## config.mk

```make
export PLATFORM = sky130hd
export DESIGN_NAME = tri_regs_scan_ctl
export DESIGN_NICKNAME = d
export VERILOG_FILES = /design/src/rtl/tri_regs_scan_ctl.sv
export SDC_FILE = /design/constraint.sdc
export NUM_CORES = 1
export LEC_CHECK = 0
export ABC_AREA = 1
export BUFFER_PORTS_ARGS = -buffer_cell sky130_fd_sc_hd__buf_2
export CORE_ASPECT_RATIO = 1.75
export CORE_MARGIN = 5
export CORE_UTILIZATION = 54
export DETAILED_ROUTE_END_ITERATION = 12
export GPL_TIMING_DRIVEN = 0
export PLACE_DENSITY = 0.79
export SLEW_MARGIN = 20
export SYNTH_ARGS = -nofsm -noshare
export SYNTH_HDL_FRONTEND = slang
export SYNTH_SLANG_ARGS = --single-unit
export TNS_END_PERCENT = 5
```

## constraint.sdc

```tcl
create_clock -name nclk -period 3.3 [get_ports nclk]
set_input_delay 0.33 -clock nclk [delete_from_list [all_inputs] [get_ports nclk]]
set_output_delay 0.33 -clock nclk [all_outputs]
set_load 0.005 [all_outputs]
```

## src/rtl/tri_regs_scan_ctl.sv

```systemverilog
// tri_regs_scan_ctl: sequencer for scan-only configuration latch rings.
// Accepts a shift request and drives the selected ring's thold_b/force
// controls and serial scan-in for exactly len cycles. It captures the ring's
// scan-out bits and returns them through a response handshake.
// Optional build feature: define TRI_REGS_SCAN_CTL_PARITY_EN to add the
// req_par input. This is even parity over req_wdata[len-1:0], and a request
// with a parity mismatch is rejected without any shifting.
module tri_regs_scan_ctl #(
  parameter int NRINGS = 4,
  parameter int RSEL_W = 2,
  parameter int MAXLEN = 64,
  parameter int CNT_W  = 7
) (
  input  logic              nclk,
  input  logic              rst_b,
  input  logic              req_val,
  output logic              req_rdy,
  input  logic [RSEL_W-1:0] req_ring,
  input  logic [CNT_W-1:0]  req_len,
  input  logic [MAXLEN-1:0] req_wdata,
`ifdef TRI_REGS_SCAN_CTL_PARITY_EN
  input  logic              req_par,
`endif
  output logic              rsp_val,
  input  logic              rsp_rdy,
  output logic [MAXLEN-1:0] rsp_rdata,
  output logic              rsp_err,
  output logic              busy,
  output logic [NRINGS-1:0] ring_force,
  output logic [NRINGS-1:0] ring_thold_b,
  output logic              ring_scin,
  input  logic [NRINGS-1:0] ring_scout
);

  localparam int IDX_W = $clog2(MAXLEN);

  typedef enum logic [2:0] {
    ST_IDLE,
    ST_SETUP,
    ST_SHIFT,
    ST_DRAIN,
    ST_RESP
  } state_t;

  state_t              r_state;
  logic [CNT_W-1:0]    r_cnt;
  logic [CNT_W-1:0]    r_len;
  logic [RSEL_W-1:0]   r_ring;
  logic [MAXLEN-1:0]   r_wdata;
  logic [MAXLEN-1:0]   r_rdata;
  logic [NRINGS-1:0]   r_force;
  logic [NRINGS-1:0]   r_thold;
  logic                r_scin;
  logic                r_err;

  logic                w_accept;
  logic                w_bad_len;
  logic                w_bad_ring;
  logic                w_bad_par;
  logic                w_reject;
  logic                w_last;
  logic [IDX_W-1:0]    w_idx;
  logic [NRINGS-1:0]   w_req_oh;
  logic [NRINGS-1:0]   w_sel_oh;
  logic [RSEL_W:0]     w_ring_ext;

`ifdef TRI_REGS_SCAN_CTL_PARITY_EN
  // Even parity over the low len bits of the scan-in data.
  function automatic logic f_par(input logic [MAXLEN-1:0] d,
                                 input logic [CNT_W-1:0]  len);
    logic p;
    p = 1'b0;
    for (int i = 0; i < MAXLEN; i++) begin
      if (i < int'(len)) p = p ^ d[i];
    end
    return p;
  endfunction

  assign w_bad_par = (f_par(req_wdata, req_len) != req_par);
`else
  assign w_bad_par = 1'b0;
`endif

  assign w_accept   = (r_state == ST_IDLE) && req_val;
  assign w_ring_ext = {1'b0, req_ring};
  assign w_bad_len  = (req_len == '0) || (req_len > CNT_W'(MAXLEN));
  assign w_bad_ring = (w_ring_ext >= (RSEL_W+1)'(NRINGS));
  assign w_reject   = w_bad_len || w_bad_ring || w_bad_par;
  assign w_req_oh   = NRINGS'(1) << req_ring;
  assign w_sel_oh   = NRINGS'(1) << r_ring;
  assign w_last     = (r_cnt == (r_len - CNT_W'(1)));
  assign w_idx      = r_cnt[IDX_W-1:0];

  assign req_rdy      = (r_state == ST_IDLE);
  assign rsp_val      = (r_state == ST_RESP);
  assign busy         = (r_state != ST_IDLE);
  assign rsp_rdata    = r_rdata;
  assign rsp_err      = r_err;
  assign ring_force   = r_force;
  assign ring_thold_b = r_thold;
  assign ring_scin    = r_scin;

  // Request capture; the scan-in word shifts right so bit 0 always holds the next bit to send.
  always_ff @(posedge nclk) begin
    if (w_accept) begin
      r_ring  <= req_ring;
      r_len   <= req_len;
      r_wdata <= req_wdata;
    end else if ((r_state == ST_SETUP) || (r_state == ST_SHIFT)) begin
      r_wdata <= r_wdata >> 1;
    end
  end

  // Sequencer: ring controls are registered and set one edge ahead of the state they belong to.
  always_ff @(posedge nclk) begin
    if (!rst_b) begin
      r_state <= ST_IDLE;
      r_cnt   <= '0;
      r_force <= '0;
      r_thold <= '0;
      r_scin  <= 1'b0;
      r_rdata <= '0;
      r_err   <= 1'b0;
    end else begin
      case (r_state)
        ST_IDLE: begin
          if (req_val) begin
            r_rdata <= '0;
            r_cnt   <= '0;
            r_err   <= w_reject;
            if (w_reject) begin
              r_state <= ST_RESP;
            end else begin
              r_state <= ST_SETUP;
              r_thold <= w_req_oh;
            end
          end
        end
        ST_SETUP: begin
          r_cnt   <= '0;
          r_force <= w_sel_oh;
          r_thold <= w_sel_oh;
          r_scin  <= r_wdata[0];
          r_state <= ST_SHIFT;
        end
        ST_SHIFT: begin
          r_rdata[w_idx] <= ring_scout[r_ring];
          r_cnt          <= r_cnt + CNT_W'(1);
          if (w_last) begin
            r_force <= '0;
            r_thold <= '0;
            r_scin  <= 1'b0;
            r_state <= ST_DRAIN;
          end else begin
            r_scin  <= r_wdata[0];
          end
        end
        ST_DRAIN: begin
          r_state <= ST_RESP;
        end
        ST_RESP: begin
          if (rsp_rdy) r_state <= ST_IDLE;
        end
        default: begin
          r_state <= ST_IDLE;
          r_force <= '0;
          r_thold <= '0;
          r_scin  <= 1'b0;
        end
      endcase
    end
  end

endmodule
```

Yosys cells after proc, flatten, opt, wreduce, memory -nomap -nowiden
Index checks and enable logic that the tools add are counted.
Operators by class
  equal/unequal tests: 9
  order comparisons: 5
  bitwise gates (word level): 2
  reductions and logical operators: 19
  shift-type cells: 2
  add/subtract/negate cells: 2
  muxes and demuxes: 23
Operators with widths (number)
  $mux W64: 3
  $pmux W64 S2: 1
  $bwmux W64: 1
  $pmux W7 S3: 1
  $pmux W4 S4: 1
  $pmux W3 S5: 1
  $mux W3: 4
  $mux W4: 3
  $pmux W4 S3: 1
  $reduce_and A2 Y1: 4
  $shl A1 B2 Y4 const A: 2
  $add A7 B1 Y7 const B: 1
  $eq A7 B7 Y1: 1
  $gt A7 B7 Y1 const B: 1
  $logic_not A7 Y1: 1
  $lt A6 B7 Y1 const B: 1
  $mux W7: 1
  $sub A7 B1 Y7 const B: 1
  $demux W1 S6: 1
  $eq A3 B2 Y1 const B: 2
  $ge A6 B1 Y1 const B: 1
  $ne A2 B2 Y1 const B: 3
  $reduce_bool A3 Y1: 2
  $reduce_and A4 Y1: 1
  other kinds (16): 23
Word-level totals
  register bits: 157
  bits of input ports: 81

Depth between registers and ports, before layout
Gate-level depths: netlist of run 1.
  depth in word-level cells: 6
  mapped depth: 15
  depth with buffers taken out: 15

Least setup slack after synthesis of run 1
Ideal clock, no wire load.
  path type: reg-to-reg
  start: register r_state[2]
  end: register r_wdata[0], enable pin
  cell stages (with the launch flop): 7
  arrival time: 2.228 ns
  path slack: 0.654 ns
  period minus slack after synthesis: 2.646 ns
  cells stage by stage: dfxtp_1 inv_1 nand2_1 inv_2 nand2_4 nand2_2 inv_1
On the way
  longest elaborated chain between the ends: 3
  elaborated cells on any way between the ends: 6
  classes of those cells: eq/ne (2); reduce/logical (4)
RTL lines
  start, declared: line 45  | state_t r_state;
  start signal, assigned: line 117  | r_state <= ST_IDLE;
  start signal, assigned: line 132  | r_state <= ST_RESP;
  start signal, assigned: line 134  | r_state <= ST_SETUP;
  $logic_not A3 Y1
  named net req_rdy: line 17  | output logic req_rdy,
  $logic_and A1 B1 Y1: line 84  | assign w_accept = (r_state == ST_IDLE) && req_val;
  $reduce_bool A2 Y1 (no source line)
  end signal, assigned: line 108  | r_wdata <= req_wdata;
  end signal, assigned: line 110  | r_wdata <= r_wdata >> 1;
  end, declared: line 49  | logic [MAXLEN-1:0] r_wdata;
The timed path passes the listed nets, and every way through them passes these cells.
A chain may end at the register's enable or synchronous reset.

Worst setup path after layout of run 1
  start: register r_ring[0]
  end: register r_rdata[24], in the netlist rsp_rdata[24]
On the way
  longest elaborated chain between the ends: 4
RTL lines
  start, declared: line 48  | logic [RSEL_W-1:0] r_ring;
  start signal, assigned: line 106  | r_ring <= req_ring;
  $bmux W1 S2: line 147  | r_rdata[w_idx] <= ring_scout[r_ring];
  $mux W1 (implied by the code): line 147
  $bwmux W64: line 147
  $pmux W64 S2: line 125  | case (r_state)
  end signal, assigned by index: line 147
  end, declared: line 50  | logic [MAXLEN-1:0] r_rdata;
No other way between the ends. The select of a mux whose other input is x is not followed.

==> results.json, run 1 <==
{
  "outcome": "finished clean",
  "max-cap-violations": 0,
  "slew_headroom_pct": 40.87,
  "fmax_mhz": 435.0,
  "yosysSeqAreaShare_pct": 55.03,
  "n_antenna_cell": 0,
  "numCtsBuffers": 17,
  "rsz0062_at_grt": "no",
  "num-fill-cells": 1122,
  "synth-warning-count": 0,
  "vdd_drop_max_uv": 489.0,
  "crit_family": "simple AND/OR/NAND/NOR gates",
  "synthCells": 844,
  "die_x_um": 96.31,
  "rows": 55,
  "final-seq-area_um2": 3874,
  "final_area_um2": 8660,
  "grt_pass1_wl_mm": 27.56,
  "dpl_cell_area_um2": 8064,
  "worstReg2RegStart": "r_ring[0]",
  "whs_path_depth": 1,
  "synth.avg_cell_area_um2": 8.340,
  "wire_per_inst_um": 14.22,
  "hold_viol": 0,
  "cts_htree_levels": 4,
  "path_class": "flop to flop",
  "worstHoldPathType": "input pin to flop",
  "drtIter0Drc": 265,
  "area_growth_pct": 23.02,
  "fin_nets": 1103,
  "drive_above_1_share_pct": 23.16,
  "power_mw": 5.682,
  "synth_top_area_share_pct": 31.14,
  "antenna_found_initial": 1,
  "start_kind": "flop",
  "place_hpwl_mm": 12.62,
  "grt_use_total_pct": 22.73,
  "syn-num-nets": 927,
  "io_pins": 158,
  "drc": 0,
  "tightest_slew_ps": 880.2,
  "grt_overflow": 0,
  "worst_path_max_delay_cell": "nor3_1",
  "core-area_um2": 12870,
  "crit_start": "r_ring[0]",
  "cp.arrival_ps": 2660,
  "r2r_slack_ps": 1000,
  "yosysTopAreaCell": "edfxtp_1",
  "fin_ws_ps": 1001,
  "postCtsSetupBuffers": 0,
  "path_buf_inv": 2,
  "ff2ff_path_depth": 7,
  "root_buffer": "clkbuf_16",
  "endpoint_kind": "flop",
  "r2r_end": "rsp_rdata[24]",
  "drv_slew": 0,
  "grt_max_degree": 65,
  "die_y_um": 161.0,
  "skew_ps": 11.23,
  "ctsResizeCount": 0,
  "clock_latency_ps": 420,
  "p_leak_nw": 3.863,
  "fin_crit_ps": 2299,
  "cts.path.max_buffers": 2,
  "grt_pass1_vias": 5997,
  "hold_start": "req_len[6]",
  "critPathRequiredTime_ps": 3660,
  "min_period_over_period_pct": 69.66,
  "firstDrtPassIters": 5,
  "ys_top_cells_by_area": "edfxtp_1, dfxtp_1, nand2_1, o21ai_0, o311a_2",
  "portBuffers": 156,
  "ys_ff_latch": 157,
  "setup_viol": 0,
  "netlist-cell-type-count": 33,
  "post-place-ws_ps": 1053,
  "multi_input_area_um2": 2758,
  "postCtsHoldBufs": 0,
  "path_max_fanout": 10,
  "cp_slowest_stage_delay_ps": 640,
  "clock-sinks": 157,
  "place_congestion": 0.8808,
  "via_per_inst": 5.165,
  "ant_nets": 0,
  "vias": 6213,
  "start_util_pct": 54.70,
  "cts_tree": "yes",
  "synth.cell_area_um2": 7039,
  "die_area_um2": 15510,
  "power_density_nw_per_um2": 656.2,
  "clk_pin_slew_ps": 70,
  "min_to": "r_len[6]",
  "finalWirelength_mm": 17.11,
  "crit_chain": "nand2_1 -> o22ai_1 -> nor3_1 -> buf_2 -> clkbuf_1 -> o21ai_0 -> a21oi_1"
}
-- cell families (layout without fill, tap and decap cells) --
logic type / count (synthesis) / after routing / synth area share (%)
AOI/OAI and AO/OA: 154 / 154 / 13.42
xor gates and xnor gates: 7 / 7 / 0.8710
adders and majority gates: 2 / 2 / 0.3554
buffers and inverters: 98 / 286 / 5.795
DFF: 157 / 157 / 55.03
and+or+nand+nor: 426 / 426 / 24.53
-- where the power goes --
group | leakage [nW] | internal, mW | total (mW) | switching, mW
Clock | 0.273 | 1.19 | 1.99 | 0.801
Sequential | 1.41 | 2.52 | 2.64 | 0.119
Combinational | 2.18 | 0.328 | 1.05 | 0.720
-- sequential cells by signal, summed over array words and instances, names as in the netlist --
register and flops:
ring_scin 1, ring_thold_b 4, ring_force 4, r_cnt 7, r_ring 2, r_wdata 64
rsp_rdata 64, rsp_err 1, r_len 7, r_state 3
-- routing by layer --
metal	track usage (%)	up-vias	share of wire, %	routed length (um)
li1	-	3165	-	-
met2	42.37	180	54	9272
met1	22.81	2829	36	6237
met4	10.34	2	3.0	509
met5	0	-	0.064	11
met3	5.592	37	6.3	1078
-- synth_stat cells (all sizes together) --
master and n:
nand4 8, nand3 13, o22ai 1, a31oi 9
edfxtp 73, o21ai 70, o2111ai 1, nor3b 1
inv 57, o311a 24, o21bai 1, nor3 15
a21oi 46, nor4 2, dfxtp 84, buf 20
clkbuf 21, o31ai 1, ha 2, a211oi 1
nand2 349, nor2 38, xnor2 1, xor2 6
-- cell type report --
class                      count  area share [%]
tap                          171           2.471
timing repair buffer         157           9.334
buffer                        41           2.240
clock buffer                  18           4.956
inverter                      57           2.500
multi-input combinational    589           31.85
sequential                   157           44.73
clock inverter                13           1.922
-- cell usage in the layout (no fill, tap or decap), types with 2 or more instances in the layout --
| cell | n |
|---|---|
| nand2_1 | 347 |
| buf_2 | 170 |
| dfxtp_1 | 84 |
| edfxtp_1 | 73 |
| o21ai_0 | 64 |
| inv_1 | 52 |
| a21oi_1 | 46 |
| nor2_1 | 37 |
| o311a_2 | 24 |
| clkbuf_1 | 22 |
| clkbuf_16 | 17 |
| nor3_1 | 13 |
| nand3_1 | 13 |
| a31oi_1 | 9 |
| nand4_1 | 8 |
| o21ai_1 | 6 |
| xor2_1 | 6 |
| clkinvlp_4 | 5 |
| inv_2 | 4 |
| buf_1 | 3 |
| buf_6 | 3 |
| bufinv_16 | 3 |
| inv_6 | 3 |
| nor4_4 | 2 |
| ha_1 | 2 |
-- worst max-delay path by stage --
stage / end / slack, ps / cells past startpoint
2_1_floorplan: r_wdata[0] / 650 / 6
3_3_place_gp: r_wdata[2] / -20 / 6
3_5_place_dp: rsp_rdata[39] / 1050 / 7
4_1_cts: rsp_rdata[39] / 1050 / 7
5_1_grt: rsp_rdata[54] / 820 / 7
6_report: rsp_rdata[24] / 1000 / 7
-- stage by stage --
stage	instances	hold WS [ps]	utilization, %	setup TNS [ps]
CTS	1203	93.14	67.29	0
finish	1203	104.5	67.29	0
floorplan	844	428.9	-	0
global route	1203	97.86	67.29	0
detailed placement	1172	451.6	62.66	0
global placement	1171	449.7	62.43	-1042
-- worst reg2reg max path: cells and delay by family (launching register included) --
| kind | cells | cell delay (ps) |
|---|---|---|
| simple gates | 2 | 760 |
| buf+inv | 2 | 690 |
| flops | 1 | 440 |
| compound gates | 3 | 350 |
No activity file was read; power rests on OpenSTA's default activity.
==> run 2: changes to the inputs <==
--- a/config.mk
+++ b/config.mk
@@ -5,14 +5,14 @@
 export SDC_FILE = /design/constraint.sdc
 export NUM_CORES = 1
 export LEC_CHECK = 0
-export ABC_AREA = 1
+export ABC_AREA = 0
 export BUFFER_PORTS_ARGS = -buffer_cell sky130_fd_sc_hd__buf_2
 export CORE_ASPECT_RATIO = 1.75
 export CORE_MARGIN = 5
-export CORE_UTILIZATION = 54
+export CORE_UTILIZATION = 49
 export DETAILED_ROUTE_END_ITERATION = 12
 export GPL_TIMING_DRIVEN = 0
-export PLACE_DENSITY = 0.79
+export PLACE_DENSITY = 0.75
 export SLEW_MARGIN = 20
 export SYNTH_ARGS = -nofsm -noshare
 export SYNTH_HDL_FRONTEND = slang
==> constraint.sdc (replaced) <==
create_clock -name nclk -period 1.9 [get_ports nclk]
set_input_delay 0.19 -clock nclk [delete_from_list [all_inputs] [get_ports nclk]]
set_output_delay 0.19 -clock nclk [all_outputs]
set_load 0.005 [all_outputs]
==> run 2 against run 1 <==
Against the previous run: the flow now finishes with violations (negative setup slack); final cell count fell by 3.8%; utilization shrank 3.7 points; area after synthesis increased by 3.9%; clock skew hardly changed; cell area grew 8.3%; non-clock buffer count up 45; largest power group unchanged; flip-flop and latch count is the same; sequential share of layout area fell by 3.4 points; die area increased by 13%; clock power increased by 61%; global-route usage grew 0.42 points; via count rose by 2.9%.
==> results.json, run 2 <==
{
  "outcome": "finished, violations left",
  "violations": "negative setup slack",
  "via_per_inst": 5.528,
  "synth.cell_area_um2": 7316,
  "die_x_um": 102.4,
  "grt_pass1_vias": 6259,
  "firstDrtPassIters": 5,
  "fin_crit_ps": 2024,
  "syn-num-nets": 847,
  "dpl_cell_area_um2": 8419,
  "portBuffers": 157,
  "synth-xor-area-share_pct": 1.796,
  "numCtsBuffers": 17,
  "r2r_end": "r_state[0]",
  "vdd_drop_max_uv": 517.7,
  "start_util_pct": 49.55,
  "synth_edf_count": 73,
  "hold_viol": 0,
  "fin_cells": 1157,
  "worstReg2RegStart": "r_len[2]",
  "fin_ws_ps": -124.1,
  "drv_slew": 0,
  "synth_top_family_by_area": "simple AND/OR/NAND/NOR gates",
  "grt_pass1_wl_mm": 31.64,
  "area_growth_pct": 28.24,
  "cts.path.max_buffers": 2,
  "cp_slowest_stage_delay_ps": 420,
  "num-fill-cells": 1246,
  "die_y_um": 171.6,
  "drc": 0,
  "io_pins": 158,
  "skew_ps": 11.05,
  "fmax_mhz": 494.1,
  "final_common_cell": "nand2_1",
  "vias": 6396,
  "synthCells": 764,
  "wire_per_inst_um": 17.44,
  "slew_headroom_pct": 42.72,
  "rows": 59,
  "synth.avg_cell_area_um2": 9.576,
  "ys.flop_type": "dfxtp_1",
  "async_flop_share_pct": 0,
  "r2r_slack_ps": -120,
  "clock_latency_ps": 430,
  "finalWirelength_mm": 20.17,
  "hold_ws_ps": 14.95,
  "cts_htree_levels": 4,
  "critPathRequiredTime_ps": 2250,
  "tightest_slew_ps": 852.0,
  "synthMuxAreaShare_pct": 1.163,
  "clk_pin_slew_ps": 70,
  "path_class": "flop to flop",
  "yosysMostFrequentCell": "nand2_1",
  "synth_compound_area_share_pct": 16.20,
  "worst_path_max_delay_cell": "or3_4",
  "min_period_over_period_pct": 106.5,
  "grt_overflow": 0,
  "core-area_um2": 14760,
  "yosys-top-cells-count": "nand2_1, dfxtp_1, edfxtp_1, o211ai_1, and2_1",
  "place_hpwl_mm": 14.62,
  "grt_max_degree": 19,
  "p_leak_nw": 4.082,
  "crit_chain": "or3_4 -> or3_1 -> a211o_1 -> o21ai_4 -> nor3b_2",
  "path_max_fanout": 7,
  "yosysTopAreaCell": "edfxtp_1",
  "die_area_um2": 17570,
  "synth_top_area_share_pct": 29.96,
  "n_antenna_cell": 0,
  "final_area_um2": 9382,
  "cp-endpoint": "r_state[0]",
  "cp.arrival_ps": 2380,
  "place_congestion": 0.8145,
  "drtIter0Drc": 259,
  "synth-warning-count": 0,
  "ant_nets": 0,
  "worstHoldPathType": "input pin to flop",
  "yosysSeqAreaShare_pct": 52.95,
  "drive_above_1_share_pct": 29.67,
  "rsz0062_at_grt": "yes",
  "power_density_nw_per_um2": 1027,
  "endpoint_kind": "flop",
  "root_buffer": "clkbuf_16",
  "start_kind": "flop",
  "clock-sinks": 157,
  "yosys.area_share.simple_pct": 23.41,
  "ys_top_cells_by_area": "edfxtp_1, dfxtp_1, nand2_1, o211ai_1, o31ai_1",
  "grt_use_total_pct": 23.15,
  "mostFrequentLayoutCells": "nand2_1, buf_2, dfxtp_1",
  "max-cap-violations": 0,
  "antenna_found_initial": 0,
  "final_util_pct": 63.54,
  "crit_start": "r_len[2]",
  "dp.cells": 1109,
  "setup_viol": 11,
  "cts_tree": "yes",
  "fin_nets": 1044,
  "synth_adder_area_share_pct": 0.3421,
  "ff2ff_path_depth": 5,
  "ys_ff_latch": 157,
  "netlist-cell-type-count": 49
}
run 2: where the power goes:
| part | leakage (nW) | total (mW) | internal (mW) | switching, mW |
|---|---|---|---|---|
| logic | 2.41 | 1.97 | 0.751 | 1.22 |
| registers | 1.40 | 4.45 | 4.27 | 0.180 |
| clock network | 0.272 | 3.21 | 1.72 | 1.49 |
| total | 4.08 | 9.64 | 6.74 | 2.89 |
run 2: worst min path at each step:
stage / startpoint / to / slack, ps / depth (start not counted)
6_report: req_wdata[62] / r_wdata[62] / 10 / 3
3_3_place_gp: req_len[0] / r_len[0] / 380 / 1
2_1_floorplan: req_len[0] / r_len[0] / 290 / 0
4_1_cts: req_wdata[62] / r_wdata[62] / 8 / 3
5_1_grt: req_wdata[62] / r_wdata[62] / 20 / 3
3_5_place_dp: req_len[2] / r_len[2] / 380 / 1
run 2: area by class of cell:
type | instances | area (um2) | area share, %
flip-flops and latches | 157 | 3879 | 41.34
multi-input cells | 536 | 3253 | 34.68
repair buffers | 181 | 1027 | 10.95
clock buffers | 18 | 429.2 | 4.575
plain buffers | 62 | 412.9 | 4.401
well taps | 183 | 229.0 | 2.441
clock inverters | 14 | 126.4 | 1.347
inverters | 6 | 25.02 | 0.2667
run 2: per-layer routing:
| layer | share of wire (%) | global-route usage, % | vias up |
|---|---|---|---|
| met1 | 38 | 26.31 | 3036 |
| met3 | 5.2 | 5.154 | 40 |
| met4 | 2.9 | 9.480 | 0 |
| met5 | 0 | 0 | - |
| met2 | 53 | 41.26 | 196 |
| li1 | - | - | 3124 |
run 2: repair_timing:
action	CTS	global route
pin swaps	8	8
gates resized for setup	53	40
setup buffers	8	2
hold buffers	9	0
endpoints found under the setup margin	198	104
gates cloned	0	0
endpoints found under the hold margin	9	0
run 2: cells by family after synthesis:
group | count (synthesis)
flops | 157
xor+xnor | 15
fa+ha+maj | 2
simple gates | 351
compound gates | 160
buf+inv | 71
mux | 8
run 2: worst max-delay path, delay by kind of cell, from the launching register on:
| kind | cells | cell delay (ps) |
|---|---|---|
| compound gates | 2 | 600 |
| flops | 1 | 400 |
| simple gates | 3 | 950 |
run 2: stage by stage:
| stage | setup TNS (ps) | total power [mW] | setup slack, ps |
|---|---|---|---|
| 2_1_floorplan | -69150 | 5.690 | -1136 |
| 3_3_place_gp | -184310 | 6.227 | -2017 |
| 3_5_place_dp | -69230 | 6.315 | -630.8 |
| 4_1_cts | -1318 | 9.651 | -159.1 |
| 5_1_grt | -2489 | 10.10 | -182.4 |
| 6_report | -1067 | 9.637 | -124.1 |
